## src/rtl/core_pkg.sv

```systemverilog
// Shared types and constants for the instruction fetch slice.
//   XLEN          : architectural register / address width
//   OPC_JAL       : major opcode of JAL
//   NOP_INST      : canonical NOP (addi x0,x0,0) shown to the decoder when idle
//   fetch_entry_t : one buffered fetch result, {pc, inst}
//   jal_imm()     : sign-extended J-type immediate of an instruction word
package core_pkg;

    localparam int             XLEN     = 32;
    localparam logic [6:0]     OPC_JAL  = 7'b1101111;
    localparam logic [XLEN-1:0] NOP_INST = 32'h0000_0013;

    typedef struct packed {
        logic [XLEN-1:0] pc;
        logic [XLEN-1:0] inst;
    } fetch_entry_t;

    function automatic logic [XLEN-1:0] jal_imm(input logic [XLEN-1:0] inst);
        return {{11{inst[31]}}, inst[31], inst[19:12], inst[20], inst[30:21], 1'b0};
    endfunction

endpackage

```

## src/rtl/core_fetch_fifo.sv

```systemverilog
// Synchronous FIFO of fetch_entry_t.
//   CLK, RST_N : clock, synchronous active-low reset
//   push_i     : write wdata_i (accepted when not full, or full with a pop)
//   pop_i      : drop the head entry (ignored when empty)
//   flush_i    : empty the FIFO; wins over push/pop
//   wdata_i    : entry to write
//   rdata_o    : head entry (undefined when empty_o)
//   full_o, empty_o, count_o : occupancy status
// DEPTH must be a power of two >= 2 so the pointers wrap naturally.
module core_fetch_fifo
    import core_pkg::*;
#(
    parameter int DEPTH = 2
) (
    input  logic                       CLK,
    input  logic                       RST_N,
    input  logic                       push_i,
    input  logic                       pop_i,
    input  logic                       flush_i,
    input  fetch_entry_t               wdata_i,
    output fetch_entry_t               rdata_o,
    output logic                       full_o,
    output logic                       empty_o,
    output logic [$clog2(DEPTH):0]     count_o
);

    localparam int AW = $clog2(DEPTH);
    localparam int CW = AW + 1;

    fetch_entry_t   mem_q [DEPTH];
    logic [AW-1:0]  wr_ptr_q;
    logic [AW-1:0]  rd_ptr_q;
    logic [CW-1:0]  count_q;
    logic           do_push;
    logic           do_pop;

    assign empty_o = (count_q == '0);
    assign full_o  = (count_q == CW'(DEPTH));
    assign count_o = count_q;
    assign rdata_o = mem_q[rd_ptr_q];

    assign do_pop  = pop_i && !empty_o;
    // A full FIFO still accepts a write when the head leaves in the same cycle.
    assign do_push = push_i && (!full_o || do_pop);

    always_ff @(posedge CLK) begin
        if (!RST_N || flush_i) begin
            wr_ptr_q <= '0;
            rd_ptr_q <= '0;
            count_q  <= '0;
        end else begin
            if (do_push) wr_ptr_q <= wr_ptr_q + 1'b1;
            if (do_pop)  rd_ptr_q <= rd_ptr_q + 1'b1;
            count_q <= count_q + CW'(do_push) - CW'(do_pop);
        end
    end

    always_ff @(posedge CLK) begin
        if (do_push) mem_q[wr_ptr_q] <= wdata_i;
    end

    overflow_chk: assert property (@(posedge CLK) disable iff (!RST_N)
        !(push_i && full_o && !pop_i && !flush_i));

endmodule

```

## src/rtl/core_fetch.sv

```systemverilog
// Instruction fetch stage. Owns the PC, issues in-order word requests to
// instruction memory, buffers returned words with their PCs and presents one
// instruction per cycle to the decoder.
//   CLK, RST_N            : clock, synchronous active-low reset
//   IMEM_REQ/ADDR/GNT     : request handshake (ADDR held while REQ waits for GNT)
//   IMEM_RVALID/RDATA     : in-order responses, >= 1 cycle after GNT
//   REDIRECT/REDIRECT_PC  : restart fetch at a new PC, flushing everything
//   STALL                 : decoder back-pressure
//   INST/INST_PC/INST_VALID : buffer head; NOP and PC 0 when empty
// Optional build macro FETCH_JAL_PREDICT_EN: redirect fetch internally to the
// target of a returned JAL instead of waiting for the execute stage.
module core_fetch
    import core_pkg::*;
#(
    parameter logic [XLEN-1:0] RESET_PC  = 32'h0000_0000,
    parameter int              BUF_DEPTH = 2
) (
    input  logic            CLK,
    input  logic            RST_N,
    output logic            IMEM_REQ,
    output logic [XLEN-1:0] IMEM_ADDR,
    input  logic            IMEM_GNT,
    input  logic            IMEM_RVALID,
    input  logic [XLEN-1:0] IMEM_RDATA,
    input  logic            REDIRECT,
    input  logic [XLEN-1:0] REDIRECT_PC,
    input  logic            STALL,
    output logic [XLEN-1:0] INST,
    output logic [XLEN-1:0] INST_PC,
    output logic            INST_VALID
);

    localparam int CW = $clog2(BUF_DEPTH) + 1;
    // Drops can pile up across repeated redirects against a slow memory.
    localparam int DW = CW + 4;

    logic [XLEN-1:0] pc_q, pc_d;
    logic [DW-1:0]   drop_q, drop_d;

    fetch_entry_t    buf_head, pcq_head;
    logic            buf_full, buf_empty, pcq_full, pcq_empty;
    logic [CW-1:0]   occ, in_flight, credit_used;
    logic            resp_drop, resp_keep, pop, grant, jal_hit;
    logic            unused_fifo;

    assign resp_drop = IMEM_RVALID && (drop_q != '0);
    assign resp_keep = IMEM_RVALID && (drop_q == '0);
    assign pop       = !buf_empty && !STALL;

`ifdef FETCH_JAL_PREDICT_EN
    logic [XLEN-1:0] jal_target;
    assign jal_hit    = resp_keep && !REDIRECT && (IMEM_RDATA[6:0] == OPC_JAL);
    assign jal_target = pcq_head.pc + jal_imm(IMEM_RDATA);
`else
    assign jal_hit    = 1'b0;
`endif

    // Credit counts the slot freed by this cycle's pop so that a single-cycle
    // memory keeps one instruction per cycle flowing with only two entries.
    // occ + in_flight never exceeds BUF_DEPTH, so no push can meet a full buffer.
    assign credit_used = occ - CW'(pop) + in_flight;
    assign IMEM_REQ    = RST_N && !REDIRECT && !jal_hit && (credit_used < CW'(BUF_DEPTH));
    assign IMEM_ADDR   = pc_q;
    assign grant       = IMEM_REQ && IMEM_GNT;

    core_fetch_fifo #(.DEPTH(BUF_DEPTH)) u_buf (
        .CLK     (CLK),
        .RST_N   (RST_N),
        .push_i  (resp_keep && !REDIRECT),
        .pop_i   (pop && !REDIRECT),
        .flush_i (REDIRECT),
        .wdata_i ('{pc: pcq_head.pc, inst: IMEM_RDATA}),
        .rdata_o (buf_head),
        .full_o  (buf_full),
        .empty_o (buf_empty),
        .count_o (occ)
    );

    // PCs of granted requests whose responses are still owed to the buffer.
    core_fetch_fifo #(.DEPTH(BUF_DEPTH)) u_pcq (
        .CLK     (CLK),
        .RST_N   (RST_N),
        .push_i  (grant),
        .pop_i   (resp_keep && !REDIRECT),
        .flush_i (REDIRECT || jal_hit),
        .wdata_i ('{pc: pc_q, inst: '0}),
        .rdata_o (pcq_head),
        .full_o  (pcq_full),
        .empty_o (pcq_empty),
        .count_o (in_flight)
    );

    assign unused_fifo = ^{pcq_head.inst, buf_full, pcq_full, pcq_empty};

    always_comb begin
        pc_d   = pc_q;
        drop_d = drop_q;
        if (REDIRECT) begin
            pc_d   = {REDIRECT_PC[XLEN-1:2], 2'b00};
            // Every response still owed by memory becomes a drop, less the
            // one (dropped or in-flight) that is being discarded right now.
            drop_d = drop_q + DW'(in_flight) - DW'(IMEM_RVALID);
        end
`ifdef FETCH_JAL_PREDICT_EN
        else if (jal_hit) begin
            pc_d   = jal_target;
            // The JAL is the oldest in-flight word; all younger ones are stale.
            drop_d = DW'(in_flight) - DW'(1);
        end
`endif
        else begin
            if (resp_drop) drop_d = drop_q - DW'(1);
            if (grant)     pc_d   = pc_q + 32'd4;
        end
    end

    always_ff @(posedge CLK) begin
        if (!RST_N) begin
            pc_q   <= RESET_PC;
            drop_q <= '0;
        end else begin
            pc_q   <= pc_d;
            drop_q <= drop_d;
        end
    end

    assign INST_VALID = !buf_empty;
    assign INST       = buf_empty ? NOP_INST : buf_head.inst;
    assign INST_PC    = buf_empty ? '0 : buf_head.pc;

endmodule

```

## config.mk

```make
export PLATFORM = sky130hd
export DESIGN_NAME = core_fetch
export DESIGN_NICKNAME = d
export VERILOG_FILES = /design/src/rtl/core_pkg.sv /design/src/rtl/core_fetch_fifo.sv /design/src/rtl/core_fetch.sv
export SDC_FILE = /design/constraint.sdc
export NUM_CORES = 1
export LEC_CHECK = 0
export CORE_MARGIN = 1
export CORE_UTILIZATION = 25
export DETAILED_ROUTE_END_ITERATION = 6
export SLEW_MARGIN = 20
export SYNTH_ARGS = -nofsm -noshare
export SYNTH_HDL_FRONTEND = slang
export SYNTH_SLANG_ARGS = --single-unit
```

## constraint.sdc

```tcl
create_clock -name CLK -period 6.74 [get_ports CLK]
set_input_delay 1.348 -clock CLK [delete_from_list [all_inputs] [get_ports CLK]]
set_output_delay 1.348 -clock CLK [all_outputs]
set_load 0.01 [all_outputs]
```

-- Word-level counts from Yosys, hierarchy flattened
Memories as Yosys holds them, arrays and structs flattened. A register that Yosys moved wholly into a read port is not among the register bits.
Index checks and enable logic that the tools add are counted.
- $add $sub $neg: 14
- multiply operators: 0
- div/mod/pow operators: 0
- order comparisons: 1
- equal/unequal tests: 2
- shifts and indexed selects: 0
- muxes and demuxes: 14
- bitwise operators: 1
- reduce and logical (&&, ||, !) cells: 29
- operators by type and width (operator ; number):
    $mux W32 ; 4
    $add A32 B3 Y32 const B ; 1
    $logic_and A1 B1 Y1 ; 12
    $mux W6 ; 2
    $mux W1 ; 8
    $logic_not A1 Y1 ; 7
    $add A6 B2 Y6 ; 1
    $logic_not A6 Y1 ; 1
    $reduce_bool A6 Y1 ; 1
    $sub A2 B1 Y2 ; 3
    $sub A6 B1 Y6 ; 1
    $sub A6 B1 Y6 const B ; 1
    $add A1 B1 Y1 const B ; 4
    $add A2 B1 Y2 ; 2
    $eq A2 B2 Y1 const B ; 2
    $logic_not A2 Y1 ; 2
    $reduce_bool A2 Y1 ; 2
    $logic_or A1 B1 Y1 ; 3
    $add A2 B2 Y2 ; 1
    $lt A2 B2 Y1 const B ; 1
    $reduce_or A2 Y1 ; 1
    $not A1 Y1 ; 1
- register bits after elaboration: 46
- latch bits: 0
- RAM bits: 192
- ROM bits: 0
- input bits: 70
- output and inout bits: 98
- logic and storage cells: 72
- memories kept: 2
- memories (memory ; depth ; width ; rd ports ; clocked after Yosys merged registers in ; wr ports ; RTL line ; RTL):
    u_buf.mem_q ; 2 ; 64 ; 1 ; 1 ; 1 ; core_fetch_fifo.sv:30 ; fetch_entry_t mem_q [DEPTH];
    u_pcq.mem_q ; 2 ; 32 ; 1 ; 1 ; 1 ; core_fetch_fifo.sv:30 ;

-- Depth between registers and ports, before layout
Gate-level depths: netlist (run 1).
- depth after elaboration: 11
- gate-level depth with buffers: 11
- gate-level depth less buffers: 11

-- Hierarchy
From an unflattened synthesis (run 1), not the netlist that was laid out.
- cells, all modules: 876
- area total of the unflattened synthesis: 12727.2 um^2
- modules (own cells, without submodules) (module ; times used ; cells an instance ; area an instance (um^2) ; seq. area each (um^2)):
    core_fetch_fifo ; 2 ; 231 ; 4854.7 ; 3943.8
    core_fetch ; 1 ; 414 ; 3017.9 ; 720.7

-- Worst setup path after synthesis (run 1)
No wires, ideal clock.
- kind: input -> register
- from: input port REDIRECT
- to: memory u_buf.mem_q[0][0] (netlist name), enable pin
- library setup time: 0.490 ns
- arrival: 4.627 ns
- required time: 6.250 ns
- path slack: 1.624 ns
- cell stages on the path: 3
- buffers on the path: 0
- cells stage by stage: nor3b_1 o31a_1 nor2b_1
- word-level cells in the longest chain between the ends: 7
- elaborated cells between the ends (all ways): 8
- those cells by class: mux: 2; reduce/logical: 6
- ends and longest elaborated chain (item ; RTL line ; RTL):
    start, declared ; core_fetch.sv:25 ; input logic REDIRECT,
    $logic_not A1 Y1 (*) ; core_fetch.sv:69, core_fetch.sv:70 ;
    $logic_and A1 B1 Y1 ; core_fetch.sv:70 ; .pop_i (pop && !REDIRECT),
    $logic_and A1 B1 Y1 ; core_fetch_fifo.sv:42 ; assign do_pop = pop_i && !empty_o;
    $logic_or A1 B1 Y1 ; core_fetch_fifo.sv:44 ; assign do_push = push_i && (!full_o || do_pop);
    $logic_and A1 B1 Y1 (*) ; core_fetch_fifo.sv:44 ;
    net u_buf.do_push ; core_fetch_fifo.sv:34 ; logic do_push;
    $mux W1 (*) ; core_fetch_fifo.sv:59 ; if (do_push) mem_q[wr_ptr_q] <= wdata_i;
    $mux W1 (implied by the code) (*) ; core_fetch_fifo.sv:59 ;
    end, declared ; core_fetch_fifo.sv:30 ;
The timed path passes the listed nets; every way through them passes the cells marked *.

-- Worst setup path after layout (run 1)
- from: input port STALL
- to: output port IMEM_REQ
- word-level cells in the longest chain between the ends: 6
- ends and longest elaborated chain (item ; RTL line ; RTL):
    start, declared ; core_fetch.sv:27 ; input logic STALL,
    $logic_not A1 Y1 ; core_fetch.sv:48 ; assign pop = !buf_empty && !STALL;
    $logic_and A1 B1 Y1 ; core_fetch.sv:48 ;
    $sub A2 B1 Y2 ; core_fetch.sv:61 ; assign credit_used = occ - CW'(pop) + in_flight;
    $add A2 B2 Y2 ; core_fetch.sv:61 ;
    $lt A2 B2 Y1 ; core_fetch.sv:62 ; assign IMEM_REQ = RST_N && !REDIRECT && !jal_hit && (credit_used < CW'(BUF_DEPTH));
    $logic_and A1 B1 Y1 ; core_fetch.sv:62 ;
    end, declared ; core_fetch.sv:20 ; output logic IMEM_REQ,
Every way passes these cells.

==> results.json, run 1 <==
{
  "ctsHoldBuffers": 0,
  "cpMostUsedCell": "clkdlybuf4s50_1",
  "worstHoldPathType": "reg -> reg",
  "die_h_um": 199.4,
  "reg2reg_setup_slack_ps": 3350,
  "critPathArrivalTime_ps": 3590,
  "syn_inst": 726,
  "multi_input_area_um2": 3054,
  "seq_area_frac_synth_pct": 66.20,
  "post_cts_buffers": 0,
  "status": "finished, final reports clean",
  "core_um2": 38020,
  "timing.rr.end": "u_buf.mem_q[0][8]$_DFFE_PP_",
  "layout-drive-gt1-share_pct": 9.780,
  "period_share_pct": 73.30,
  "grt_pass1_vias": 6174,
  "rows": 71,
  "clock_latency_ps": 540,
  "first_iter_violations": 243,
  "die_w_um": 199.4,
  "synth_cell_types": 54,
  "r2r-start": "drop_q[3]$_SDFFE_PN0P_",
  "ys.flop_type": "edfxtp_1",
  "hpwlAfterDp_mm": 15.99,
  "numCtsBuffers": 27,
  "cpPeakStageDelay_ps": 490,
  "grt_pass1_wl_mm": 36.18,
  "critPathCaptureType": "output port",
  "timing.setup.tns_ps": 0,
  "regArea_um2": 6450,
  "maxSlewViolCount": 0,
  "cp.required_ps": 5390,
  "drc": 0,
  "nFillCells": 3755,
  "syn-cell-area_um2": 9737,
  "finalSetupViolations": 0,
  "cap_viol_max_count": 0,
  "startpoint": "STALL",
  "crit_path_max_fanout": 8,
  "synth_edf_count": 184,
  "firstDrtPassIters": 4,
  "async_flop_share_pct": 0,
  "crit_chain": "clkdlybuf4s50_1 -> nor2_1 -> ha_1 -> nor2b_1 -> xnor3_1 -> and2_1 -> clkdlybuf4s50_1",
  "clkSinkCount": 230,
  "globalRoute.totalOverflow": 0,
  "io_buffers": 161,
  "relSlewSlack_pct": 29.09,
  "skew_ps": 14.09,
  "ys_ff_latch": 230,
  "tightest_slew_ps": 1057,
  "cts-resized-gates": 0,
  "worstSetupStartpointType": "primary input",
  "io_pins": 168,
  "worstSetupEndpoint": "IMEM_REQ",
  "gp_congestion": 0.7815,
  "htreeDepth": 1,
  "drt-total-wl_mm": 24.43,
  "period_needed_ps": 4940,
  "antenna_found_initial": 2,
  "design.die.area_um2": 39740,
  "ant_nets": 0,
  "avgRoutedWirePerCell_um": 17.18,
  "via_per_inst": 4.395,
  "syn_area_per_cell_um2": 13.41,
  "clockRootBuffer": "clkbuf_16",
  "initial_core_util_pct": 25.61,
  "grtUsageTotal_pct": 12.01,
  "fin_area_um2": 12870,
  "finalHoldViolations": 0,
  "vdd_ir_drop_max_mv": 0.1802,
  "placed_cell_area_um2": 11940,
  "ys_warn_count": 0,
  "final_nets": 982,
  "worstSetupPathType": "in -> out",
  "cts_buffer_depth": 3,
  "grt_start_max_net_pins": 62,
  "p_leak_nw": 4.135,
  "totalPowerFinal_mw": 3.498,
  "fin_ws_ps": 1800,
  "power_density_nw_per_um2": 271.7,
  "final_common_cell": "edfxtp_1",
  "hold-worst-slack_ps": 522.1,
  "layout_common_cells": "edfxtp_1, clkdlybuf4s50_1, nor2_1, mux2i_1, dfxtp_1",
  "pre_cts_slack_ps": 1826,
  "fmax_mhz": 202.4,
  "rsz0062_at_grt": "false",
  "cts_tree": "built",
  "area_growth_pct": 32.22,
  "worstRegToRegCells": 7,
  "critical_path.slowest_cell": "clkdlybuf4s50_1",
  "cts.reportedPaths.clkPinSlew_ps": 60,
  "route.vias.total": 6249
}
## registers in the layout, indices dropped and copies added (netlist names), named ones only
register	count
drop_q	6
u_pcq.wr_ptr_q	1
u_pcq.rd_ptr_q	1
u_buf.count_o	2
IMEM_ADDR	30
u_pcq.count_o	2
u_buf.wr_ptr_q	1
u_buf.rd_ptr_q	1
u_pcq.mem_q	60
u_buf.mem_q	124
## power breakdown
part	internal, mW	switching (mW)	total (mW)
sequential	1.59	0.0429	1.63
clock	0.943	0.576	1.52
combinational	0.165	0.180	0.345
## how the worst min path moves through the flow
stage,from,to,slack (ps),cells past startpoint
3_3_place_gp,u_pcq.rd_ptr_q$_SDFFE_PP0P_,flip-flop,500,2
6_report,u_buf.rd_ptr_q$_SDFFE_PP0P_,flip-flop,520,2
5_1_grt,IMEM_ADDR[30]$_SDFFE_PN0P_,u_pcq.mem_q[1][30]$_DFFE_PP_,550,0
4_1_cts,u_buf.rd_ptr_q$_SDFFE_PP0P_,flip-flop,520,2
2_1_floorplan,u_pcq.rd_ptr_q$_SDFFE_PP0P_,flip-flop,480,2
3_5_place_dp,u_buf.rd_ptr_q$_SDFFE_PP0P_,flip-flop,490,2
## synthesized netlist by cell type (all sizes together) (2+ instances only)
cell type / number / area [um^2]
xor2: 6 / 52.55
nor4: 3 / 18.77
mux2i: 63 / 630.6
a21oi: 17 / 85.08
o2111ai: 3 / 26.28
a22oi: 2 / 15.01
or4: 11 / 82.58
and2: 5 / 31.28
o31a: 4 / 35.03
and3: 4 / 25.02
ha: 20 / 250.2
mux2: 30 / 337.8
o21ai: 10 / 50.05
or3: 9 / 61.31
dfxtp: 46 / 920.9
a311oi: 5 / 43.79
buf: 12 / 70.07
inv: 29 / 108.9
o22ai: 6 / 37.54
a31oi: 14 / 87.58
xnor2: 15 / 131.4
clkbuf: 26 / 97.59
nand3: 20 / 100.1
edfxtp: 184 / 5525
nor2b: 2 / 12.51
o211ai: 3 / 22.52
a211oi: 2 / 15.01
nor2: 85 / 319.1
nor3: 5 / 25.02
o211a: 2 / 20.02
nand4: 11 / 75.07
nand2: 42 / 157.7
o31ai: 5 / 37.54
o311ai: 10 / 87.58
## through the flow
step	instances	utilization [%]
floorplan	729	-
global placement	1373	31.39
detailed placement	1373	31.39
CTS	1421	33.84
global route	1421	33.85
finish	1422	33.86
## area by class of cell
cell class | count | area share (%)
inverters | 30 | 0.8747
diodes | 1 | 0.01944
clock buffers | 34 | 5.530
clock inverters | 14 | 1.681
multi-input cells | 431 | 23.72
flip-flops and latches | 230 | 50.10
repair buffers | 171 | 13.10
well taps | 511 | 4.966
## metal layers
metal  up-vias  share of wire [%]  GRT usage (%)
met1      3007                 44          14.86
met3        39                8.1          3.983
met5         -              0.045              0
li1       3040                  -              -
met4         2                2.1          3.280
met2       161                 46          19.93
## worst max-delay path: cells and delay by family
kind	cells	cell delay, ps
AND/OR/NAND/NOR	3	610
buffers and inverters	2	940
XOR/XNOR	1	440
adder cells (fa/ha/maj)	1	260
## cells by family after synthesis
kind of cell	share of synthesized area (%)
flip-flops	66.20
AND/OR/NAND/NOR	9.651
multiplexers	9.946
AO/OA/AOI/OAI	6.387
buffers and inverters	2.878
XOR/XNOR	2.120
adder cells (fa/ha/maj)	2.776
other	0.03851
(Power assumes the default switching activity.)
==> run 2: changes to the inputs <==
==> constraint.sdc (replaced) <==
create_clock -name CLK -period 4 [get_ports CLK]
set_input_delay 0.8 -clock CLK [delete_from_list [all_inputs] [get_ports CLK]]
set_output_delay 0.8 -clock CLK [all_outputs]
set_load 0.01 [all_outputs]
==> run 2 against run 1 <==
  * Flip-flop and latch count did not move
  * Global-route usage barely moved
  * First-iteration DRC count rose by 38%
  * Register-to-register slack got worse by 2100 ps
  * Via count rose by 2.3%
  * Design area rose by 1.1%
  * Sequential share of layout area fell by 0.55 points
  * Clock-buffer cell count fell by 7
  * Hold slack got worse by 6.5 ps
  * Largest power group unchanged
  * Clock skew rose by 4.4 ps
  * Critical endpoint unchanged
  * Setup slack got worse by 1500 ps
==> results.json, run 2 (synthesis results as in run 1) <==
{
  "status": "finished, final reports clean",
  "die_h_um": 199.4,
  "relSlewSlack_pct": 50.45,
  "avgRoutedWirePerCell_um": 17.20,
  "cap_viol_max_count": 0,
  "cp_top_family": "buffers and inverters",
  "timing.setup.tns_ps": 0,
  "worstRegToRegCells": 7,
  "die_w_um": 199.4,
  "numCtsBuffers": 26,
  "crit_chain": "clkdlybuf4s50_1 -> nor2_1 -> ha_1 -> nor2b_1 -> xnor3_1 -> and2_1 -> clkdlybuf4s50_1",
  "io_buffers": 161,
  "cts-resized-gates": 0,
  "grt_start_max_net_pins": 62,
  "initial_core_util_pct": 25.61,
  "finalSetupViolations": 0,
  "layout-drive-gt1-share_pct": 10.99,
  "period_needed_ps": 3666,
  "maxSlewViolCount": 0,
  "cp.required_ps": 3200,
  "worstSetupStartpointType": "primary input",
  "io_pins": 168,
  "layout_common_cells": "edfxtp_1, clkdlybuf4s50_1, nor2_1, mux2i_1, dfxtp_1",
  "clock_latency_ps": 530,
  "firstDrtPassIters": 4,
  "utilization_pct": 34.23,
  "critPathArrivalTime_ps": 2870,
  "hold_depth": 2,
  "reg2reg_setup_slack_ps": 1230,
  "crit_path_max_fanout": 3,
  "drc": 0,
  "grt_pass1_vias": 6168,
  "final_common_cell": "edfxtp_1",
  "ant_nets": 0,
  "route.vias.total": 6395,
  "cts.reportedPaths.clkPinSlew_ps": 60,
  "grt_pass1_wl_mm": 36.05,
  "rows": 71,
  "r2r-start": "drop_q[3]$_SDFFE_PN0P_",
  "design.die.area_um2": 39740,
  "via_per_inst": 4.472,
  "p_leak_nw": 4.207,
  "cpMostUsedCell": "clkdlybuf4s50_1",
  "cts_buffer_depth": 3,
  "worstSetupPathType": "in -> out",
  "worstHoldPathType": "reg -> reg",
  "antenna_found_initial": 0,
  "hpwlAfterDp_mm": 16.52,
  "htreeDepth": 1,
  "timing.rr.end": "u_buf.mem_q[1][8]$_DFFE_PP_",
  "largest_register": "u_buf.mem_q",
  "hold_end": "u_buf.rd_ptr_q$_SDFFE_PP0P_",
  "tightest_slew_ps": 743.3,
  "area_growth_pct": 33.68,
  "fmax_mhz": 272.8,
  "cts_tree": "built",
  "final_nets": 991,
  "critical_path.slowest_cell": "clkdlybuf4s50_1",
  "largest_reg_flops": 124,
  "grtUsageTotal_pct": 11.99,
  "cpPeakStageDelay_ps": 490,
  "power_density_nw_per_um2": 461.0,
  "drt-total-wl_mm": 24.59,
  "crit_buf_inv": 2,
  "startpoint": "STALL",
  "post_cts_buffers": 0,
  "rsz0062_at_grt": "false",
  "core_um2": 38020,
  "hold_start": "u_buf.rd_ptr_q$_SDFFE_PP0P_",
  "nFillCells": 3780,
  "period_share_pct": 91.65,
  "critPathCaptureType": "output port",
  "insertedDiodeCount": 0,
  "ctsHoldBuffers": 0,
  "skew_ps": 18.52,
  "gp_congestion": 0.7816,
  "clkSinkCount": 230,
  "finalHoldViolations": 0,
  "clockRootBuffer": "clkbuf_16",
  "first_iter_violations": 335,
  "globalRoute.totalOverflow": 0,
  "vdd_ir_drop_max_mv": 0.2627
}
run 2: cell count changes in the layout (fill, tap and decap cells not counted), moves of 2 or more:
cell        change
buf_12          +3
buf_4           +7
bufinv_16       +2
clkbuf_1        -6
clkinv_1        +2
clkinvlp_4      +2
run 2: tightest hold or removal path: stages (launching register included):
cell and delay [ps]:
dfxtp_1 320, xnor2_1 80, nor2_1 70
run 2: cell type report:
class	instances	area (um^2)	share of cell area, %
sequential	230	6450	49.55
multi-input combinational	431	3053	23.45
timing repair buffer	181	1799	13.82
clock buffer	27	675.6	5.191
tap	511	639.4	4.912
clock inverter	20	286.5	2.201
inverter	30	112.6	0.8651
run 2: where the power goes:
part           leakage, nW  switching [mW]  internal [mW]  total (mW)
registers             2.06          0.0739           2.68        2.75
logic                 1.68           0.308          0.285       0.593
clock network        0.468           0.975           1.68        2.66
run 2: stage by stage:
step | cells | hold WS [ps] | instance area, um^2 | power [mW] | worst slack (ps)
CTS | 1430 | 518.2 | 13010 | 6.096 | 320.1
global route | 1430 | 539.8 | 13020 | 6.232 | 222.1
floorplan | 729 | 481.3 | 9751 | 3.125 | 408.1
finish | 1430 | 515.6 | 13020 | 6.001 | 334.1
global placement | 1383 | 498.7 | 12050 | 3.392 | 283.9
detailed placement | 1383 | 502.2 | 12050 | 3.400 | 323.9
run 2: worst max path at each step:
stage,end,depth (start not counted),slack (ps)
after global routing,IMEM_REQ,7,220
after CTS,IMEM_REQ,7,320
final,IMEM_REQ,7,330
after detailed placement,IMEM_REQ,7,320
after floorplan,u_pcq.mem_q[0][10]$_DFFE_PP_,6,410
after global placement,IMEM_REQ,7,280
run 2: metal layers:
metal  up-vias  part of all wire (%)  global-route usage (%)
li1       3052                     -                       -
met1      3129                    43                   14.58
met5         -                     0                       0
met3        41                   7.7                   3.460
met2       173                    47                   20.23
met4         0                   2.3                   4.015
==> run 3: changes to the inputs <==
--- a/config.mk
+++ b/config.mk
@@ -8,6 +8,7 @@
 export CORE_MARGIN = 1
 export CORE_UTILIZATION = 25
 export DETAILED_ROUTE_END_ITERATION = 6
+export PLACE_DENSITY = 0.57
 export SLEW_MARGIN = 20
 export SYNTH_ARGS = -nofsm -noshare
 export SYNTH_HDL_FRONTEND = slang
==> constraint.sdc (replaced) <==
create_clock -name CLK -period 3.2 [get_ports CLK]
set_input_delay 0.64 -clock CLK [delete_from_list [all_inputs] [get_ports CLK]]
set_output_delay 0.64 -clock CLK [all_outputs]
set_load 0.01 [all_outputs]
==> run 3 against run 2 <==
  * Setup slack lost 210 ps
  * Clock-buffer cell count grew 13
  * Clock skew is essentially flat
  * Clock power grew 18%
  * First-iteration DRC count grew 17%
  * Critical endpoint unchanged
  * Largest power group unchanged
  * Utilization grew 0.25 points
  * Routed wire length grew 0.24%
  * Critical path depth is the same
  * Flip-flop and latch count is the same
  * Highest routed layer unchanged
  * Hold slack gained 7.3 ps
==> results.json, run 3 (synthesis results as in run 1) <==
{
  "fmax_mhz": 324.9,
  "hpwlAfterDp_mm": 16.84,
  "htreeDepth": 1,
  "hold-worst-slack_ps": 522.9,
  "clkSinkCount": 230,
  "cap_viol_max_count": 0,
  "timing.rr.end": "u_pcq.count_o[1]$_SDFF_PP0_",
  "cpPeakStageDelay_ps": 430,
  "crit_path_max_fanout": 2,
  "period_share_pct": 96.18,
  "crit_chain": "clkdlybuf4s50_1 -> nor2_2 -> ha_1 -> nor2b_1 -> xnor3_1 -> and2_1 -> dlygate4sd2_1",
  "wl_met3_mm": 1.756,
  "status": "finished, final reports clean",
  "grt_start_max_net_pins": 62,
  "wl_met1_mm": 10.78,
  "largest_reg_flops": 124,
  "rsz0062_at_grt": "false",
  "layout-drive-gt1-share_pct": 11.91,
  "io_buffers": 161,
  "worstRegToRegCells": 11,
  "fin_area_um2": 13110,
  "tightest_slew_ps": 601.0,
  "gp_congestion": 0.7793,
  "finalSetupViolations": 0,
  "clockRootBuffer": "clkbuf_16",
  "globalRoute.totalOverflow": 0,
  "critical_path.slowest_cell": "clkdlybuf4s50_1",
  "insertedDiodeCount": 0,
  "final_common_cell": "edfxtp_1",
  "route.vias.total": 6332,
  "avgRoutedWirePerCell_um": 17.08,
  "cts_buffer_depth": 3,
  "skew_ps": 18.13,
  "via_per_inst": 4.388,
  "period_needed_ps": 3078,
  "grt_pass1_vias": 6185,
  "first_iter_violations": 393,
  "numCtsBuffers": 26,
  "worstSetupStartpointType": "primary input",
  "firstDrtPassIters": 5,
  "placed_cell_area_um2": 12190,
  "reg2reg_setup_slack_ps": 640,
  "final_nets": 1003,
  "grtUsageTotal_pct": 11.94,
  "hold_start": "u_pcq.rd_ptr_q$_SDFFE_PP0P_",
  "drc": 0,
  "area_growth_pct": 34.67,
  "antenna_found_initial": 0,
  "maxSlewViolCount": 0,
  "design.die.area_um2": 39740,
  "hold_depth": 2,
  "dr_wl_met2_mm": 11.62,
  "post_cts_buffers": 0,
  "power_density_nw_per_um2": 559.1,
  "vdd_ir_drop_max_mv": 0.3420,
  "worstHoldPathType": "reg -> reg",
  "clock_latency_ps": 520,
  "largest_register": "u_buf.mem_q",
  "hold_end": "u_pcq.rd_ptr_q$_SDFFE_PP0P_",
  "layout_common_cells": "edfxtp_1, clkdlybuf4s50_1, nor2_1, mux2i_1, dfxtp_1",
  "relSlewSlack_pct": 59.56,
  "io_pins": 168,
  "critPathCaptureType": "output port",
  "ant_nets": 0,
  "p_leak_nw": 4.263,
  "cts.reportedPaths.clkPinSlew_ps": 60,
  "totalPowerFinal_mw": 7.331,
  "grt_pass1_wl_mm": 36.20,
  "initial_core_util_pct": 25.61,
  "worstSetupPathType": "in -> out",
  "die_w_um": 199.4,
  "drt-total-wl_mm": 24.65,
  "cts_tree": "built",
  "finalHoldViolations": 0,
  "core_um2": 38020,
  "die_h_um": 199.4,
  "cp.required_ps": 2560,
  "rows": 71,
  "r2r-start": "drop_q[3]$_SDFFE_PN0P_",
  "highest_layer": "met4",
  "critPathArrivalTime_ps": 2440
}
[run 3: changes by cell type in the layout (fill, tap and decap cells not counted), moves of 2 or more]
cell       change
buf_4          +7
buf_12         +4
clkinv_1       -5
clkbuf_8       +5
clkinv_2       -2
clkbuf_1       +8
inv_8          -2
bufinv_16      -3
[run 3: area by class of cell]
class | instances | area, um^2
multi-input combinational | 431 | 3049
tap | 511 | 639.4
clock inverter | 8 | 145.1
sequential | 230 | 6450
clock buffer | 40 | 774.5
timing repair buffer | 193 | 1942
fill | 3759 | 24910
inverter | 30 | 112.6
[run 3: timing repair]
| action | CTS | global route |
|---|---|---|
| hold buffers | 0 | 0 |
| endpoints found under the setup margin | 1 | 3 |
| endpoints found under the hold margin | 0 | 0 |
| gates resized for setup | 2 | 1 |
[run 3: worst max-delay path by stage]
stage,from,end,slack (ps),cells past startpoint
detailed placement,STALL,IMEM_REQ,-110,7
global route,STALL,IMEM_REQ,50,7
finish,STALL,IMEM_REQ,120,7
floorplan,STALL,u_pcq.mem_q[1][10]$_DFFE_PP_,230,7
global placement,STALL,IMEM_REQ,-120,7
CTS,u_buf.count_o[0]$_SDFF_PP0_,INST[1],50,5
[run 3: power by group]
group	switching, mW	internal (mW)
Combinational	0.394	0.369
Clock	1.15	1.98
Sequential	0.0888	3.35
[run 3: critical path: cells and delay by family]
kind          cells  cell delay [ps]
simple gates      3              490
fa+ha+maj         1              240
buf+inv           2              720
xor+xnor          1              340
[run 3: metal layers]
layer	up-vias	global-route usage, %
li1	3094	-
met1	3036	15.02
met2	169	20.33
met3	33	3.021
met4	0	3.053
met5	-	0
[run 3: metrics by stage]
stage	setup slack (ps)	TNS, ps	cells	util (%)
2_1_floorplan	225.2	0	729	-
3_3_place_gp	-119.9	-119.9	1395	32.06
3_5_place_dp	-109.7	-109.7	1395	32.06
4_1_cts	46.21	0	1443	34.48
5_1_grt	52.28	0	1443	34.49
6_report	122.3	0	1443	34.49
==> patch 1 (flow settings as in run 2) <==
Build with the macro `FETCH_JAL_PREDICT_EN` defined.
--- a/src/rtl/core_fetch.sv
+++ b/src/rtl/core_fetch.sv
@@ -9,6 +9,8 @@
 //   INST/INST_PC/INST_VALID : buffer head; NOP and PC 0 when empty
 // Optional build macro FETCH_JAL_PREDICT_EN: redirect fetch internally to the
 // target of a returned JAL instead of waiting for the execute stage.
+`define FETCH_JAL_PREDICT_EN
+
 module core_fetch
     import core_pkg::*;
 #(
Check against the original RTL: not equivalent (a bounded check fails within 4 cycles, from zero or initial values and one cycle with RST_N low).
==> patch 1 against run 2 <==
  * Clock power down 2%
  * Critical endpoint is now IMEM_ADDR[23]
  * Sequential share of layout area fell by 6.3 points
  * Final area rose by 20%
  * Setup slack got worse by 0.068 ns
  * Largest power group unchanged
  * Die area grew 24%
  * Wire length increased by 43%
  * Clock skew rose by 0.0031 ns
  * Non-clock buffer count rose by 16
  * Critical path type is now reg2reg
  * Area after synthesis grew 25%
  * Count of clock-buffer cells in the layout rose by 5
  * Sequential cell count is 10 higher
  * Highest routed layer unchanged
  * Total power up 7.1%
  * Critical path depth increased by 8
==> patch 1: results (changes against run 2) <==
OUTCOME='completed'
DRT_PRE_ANTENNA_ITERS=5  # +1
PLACE.PORT_BUFFERS=165  # +2.5%
GRT_PASS1_VIAS=8900  # +44%
WORST_IR_DROP_VDD_mV=0.267  # +1.7%
FILL_CELLS=4805  # +27%
WORSTSETUPSTARTPOINTTYPE='register'
FLIP_FLOP_COUNT_OF_THE_LARGEST_REGISTER_AFTER_LAYOUT=128  # +3.2%
WORST-ENDPOINT-ARRIVAL_NS=4.17  # +1.30 ns
GRT_PASS1_WL_UM=53100  # +47%
DETAILROUTE.VIA_COUNT=9005  # +41%
WORSTSETUPENDPOINT='IMEM_ADDR[23]'
SYNTHTOPCELLSBYCOUNT='sky130_fd_sc_hd__edfxtp_1 (192), sky130_fd_sc_hd__nor2_1 (127), sky130_fd_sc_hd__a21oi_1 (69), sky130_fd_sc_hd__mux2i_1 (69), sky130_fd_sc_hd__nand2_1 (62)'
DRTITER0DRC=532  # +59%
WORST-R2R-CELL-COUNT=15  # +8
SETUP_SKEW_AFTER_LAYOUT_NS=0.0217  # +0.00313 ns
YOSYS.CELL_TYPES.COUNT=73  # +35%
FINAL_NETS=1358  # +37%
MAIN_AREA_CONTRIBUTORS_AFTER_SYNTHESIS='sky130_fd_sc_hd__edfxtp_1 (47%), sky130_fd_sc_hd__dfxtp_1 (7.9%), sky130_fd_sc_hd__mux2i_1 (5.7%)'
PLACE.DETAILED.HPWL_UM=24800  # +50%
YS_SEQ_AREA_SHARE_PCT=55.4  # -11 points
RELSLEWSLACK_PCT=32.7  # -18 points
SYNTH_SEQ_CELLS=240  # +4.3%
COUNT_OF_FLIP_FLOPS_WITH_A_BUILT_IN_ENABLE_AFTER_SYNTHESIS=192  # +4.3%
GR_UTIL_ALL_LAYERS_PCT=13.9  # +1.9 points
SYNTHFLOPTYPE='sky130_fd_sc_hd__edfxtp_1'
CP_MAX_FO=18  # +15
TIMING.CRITICAL_PATH.SLOWEST_CELL_DELAY_NS=0.46  # -0.03 ns
LEAKAGEPOWER_uW=0.00529  # +26%
FRACTION_OF_LAYOUT_INSTANCES_USING_A_DRIVE_STRENGTH_ABOVE_1_PCT=9.48  # -1.5 points
CRIT_PATH_TOP_DELAY_CELL='sky130_fd_sc_hd__o21bai_1'
INSERTION_DELAY_NS=0.55  # +0.02 ns
GPL.FINAL_WEIGHTED_CONGESTION=0.847  # +8.4%
## patch 1: worst max-delay path, delay by kind of cell (launching register included)
kind | cells | cell delay (ns)
AND/OR/NAND/NOR | 2 | 0.22
flip-flops | 1 | 0.33
buffers and inverters | 4 | 0.75
adder cells (fa/ha/maj) | 2 | 0.43
AO/OA/AOI/OAI | 5 | 1.21
multiplexers | 1 | 0.40
XOR/XNOR | 1 | 0.25
## patch 1: layer usage
layer	global-route usage, %	routed length, um
met1	18.4	15800
met2	23.4	16500
met3	2.61	2180
met4	3.49	625
met5	0	0
## patch 1: kinds of logic (layout without fill, tap and decap cells)
group / after synthesis / in the layout / share of synthesized area [%]
buffers and inverters: 89 / 284 / 2.94
multiplexers: 100 / 100 / 8.56
AND/OR/NAND/NOR: 299 / 299 / 11.6
AO/OA/AOI/OAI: 223 / 223 / 11.8
adder cells (fa/ha/maj): 53 / 53 / 5.58
XOR/XNOR: 56 / 56 / 4.15
other: 0 / 1 / 0
flip-flops: 240 / 240 / 55.4
## patch 1: layout make-up
| cell class | count | area, um^2 | share of cell area (%) |
|---|---|---|---|
| Timing Repair Buffer | 197 | 1910 | 12.2 |
| Multi-Input combinational cell | 731 | 5080 | 32.7 |
| Clock inverter | 16 | 213 | 1.37 |
| Clock buffer | 32 | 714 | 4.59 |
| Inverter | 39 | 146 | 0.940 |
| Tap cell | 615 | 769 | 4.94 |
| Sequential cell | 240 | 6730 | 43.2 |
| Antenna cell | 1 | 2.50 | 0.0161 |
## patch 1: where the power goes
part           leakage (uW)  internal [uW]  switching [uW]
Combinational       0.00269            424             524
Clock              0.000449           1590            1000
Sequential          0.00215           2810            80.8
Total               0.00529           4820            1610
## patch 1: worst min-delay path by stage
stage | endpoint | slack, ns | depth (start not counted)
after global routing | u_pcq.mem_q[0][0] | 0.52 | 0
after global placement | u_pcq.mem_q[1][0] | 0.46 | 0
after floorplan | register | 0.48 | 2
after CTS | u_pcq.mem_q[1][1] | 0.48 | 0
after detailed placement | u_pcq.mem_q[1][1] | 0.47 | 0
final | u_pcq.mem_q[1][1] | 0.48 | 0
## patch 1: per-stage QoR
step / hold WS (ns) / instance area [um^2] / util [%] / setup WS [ns] / instances
after global placement: 0.461 / 14600 / 30.6 / 0.0926 / 1822
after detailed placement: 0.471 / 14600 / 30.6 / 0.0427 / 1822
after global routing: 0.516 / 15600 / 32.5 / 0.0659 / 1870
after floorplan: 0.481 / 12200 / - / 0.490 / 1060
final: 0.476 / 15600 / 32.5 / 0.266 / 1871
after CTS: 0.479 / 15600 / 32.5 / 0.168 / 1870
==> patch 2 (flow settings as in run 2) <==
Made on the original files. Make the reset (`RST_N`) asynchronous in one clocked block. Comments in the files are not updated.
--- a/src/rtl/core_fetch.sv
+++ b/src/rtl/core_fetch.sv
@@ -114,7 +114,7 @@
         end
     end
 
-    always_ff @(posedge CLK) begin
+    always_ff @(posedge CLK or negedge RST_N) begin
         if (!RST_N) begin
             pc_q   <= RESET_PC;
             drop_q <= '0;
Check against the original RTL: differs if RST_N is asserted again (counterexample within 4 cycles, from zero or initial values and one cycle with RST_N low); with RST_N held inactive, the same outputs for 4 cycles.
==> patch 2 against run 2 <==
  * Area after synthesis is 1.2% higher
  * Final area is 0.31% higher
  * Clock skew hardly changed
  * Setup slack worse by 0.075 ns
  * First-iteration DRC count is 4.2% higher
  * Count of clock-buffer cells in the layout is 2 higher
  * Die area is 1.2% higher
  * Register-to-register slack better by 0.09 ns
  * Largest cell class unchanged
  * Highest routed layer unchanged
  * Global-route usage hardly changed
  * Synthesized cell count is 1.8% lower
  * Sequential cell count stayed put
  * Wire length is 0.72% lower
  * Total power is 1.4% higher
==> patch 2: results (changes against run 2) <==
COMB_POWER_SHARE_PCT=11.9  # +2.0 points
INTERNAL_POWER_uW=4650  # +0.18%
GRT_PASS1_VIAS=6163  # -0.081%
SYNTH-XOR-AREA-SHARE_PCT=1.75  # -0.37 points
PLACE.DETAILED.HPWL_UM=15900  # -3.5%
HOLDWS_NS=0.362  # -0.153 ns
WORST_HOLD_PATH_TYPE='in2async'
DETAILROUTE.VIA_COUNT=6255  # -2.2%
WORST_IR_DROP_VDD_mV=0.279  # +6.4%
MAIN_AREA_CONTRIBUTORS_AFTER_SYNTHESIS='sky130_fd_sc_hd__edfxtp_1 (56%), sky130_fd_sc_hd__dfrtp_1 (9.1%), sky130_fd_sc_hd__mux2i_1 (6.5%)'
GRT_USE_MET1_PCT=15.1  # +0.51 points
CP_MAX_FO=4  # +1
PLACE_WORST_SETUP_SLACK_NS=0.256  # -0.0675 ns
REG2REG_FROM='drop_q[3]'
GLOBAL_ROUTE.USAGE.MET2_PCT=19.9  # -0.29 points
PROPORTION_OF_SYNTHESIZED_FLIP_FLOPS_HAVING_ASYNCHRONOUS_SET_OR_RESET_PCT=15.7  # +16 points
PWR.GROUP.COMBINATIONAL_uW=725  # +22%
DRTITER0DRC=349  # +4.2%
FINAL_NETS=975  # -1.6%
DRT-TOTAL-WL_UM=24400  # -0.72%
WORST_R2R_ENDPOINT='u_buf.mem_q[1][17]'
POST_DP_CELL_AREA_UM2=12100  # +0.64%
GPL.FINAL_WEIGHTED_CONGESTION=0.746  # -4.6%
OUTCOME='completed'
ADDER_CELL_FRACTION_OF_SYNTH_AREA_PCT=2.62  # -0.16 points
SETUP_SKEW_AFTER_LAYOUT_NS=0.0184  # -0.000143 ns
GR_UTIL_ALL_LAYERS_PCT=12.0  # -0.027 points
SYNTHTOPCELLSBYCOUNT='sky130_fd_sc_hd__edfxtp_1 (184), sky130_fd_sc_hd__nor2_1 (80), sky130_fd_sc_hd__mux2i_1 (64)'
YOSYS.CELL_TYPES.COUNT=51  # -5.6%
SYN_INST=713  # -1.8%
WORST-ENDPOINT-ARRIVAL_NS=2.94  # +0.07 ns
[patch 2: routing by layer]
layer / vias up / routed length (um)
li1: 2967 / -
met1: 3048 / 10700
met2: 210 / 11400
met3: 30 / 1770
met4: 0 / 510
met5: - / 0
[patch 2: worst max-delay path by stage]
stage / slack (ns) / cells after the start / start / to
final: 0.26 / 7 / STALL / IMEM_REQ
after global routing: 0.16 / 7 / STALL / IMEM_REQ
after CTS: 0.25 / 7 / STALL / IMEM_REQ
after detailed placement: 0.26 / 7 / STALL / IMEM_REQ
after global placement: 0.25 / 7 / STALL / IMEM_REQ
after floorplan: 0.48 / 5 / REDIRECT / u_buf.mem_q[1][0]
[patch 2: area by class of cell]
| cell class | instances | area [um^2] |
|---|---|---|
| clock buffers | 29 | 683 |
| clock inverters | 18 | 248 |
| fillers | 3823 | 25700 |
| inverters | 36 | 135 |
| multi-input cells | 413 | 2950 |
| flip-flops and latches | 230 | 6630 |
| well taps | 518 | 648 |
| repair buffers | 178 | 1760 |
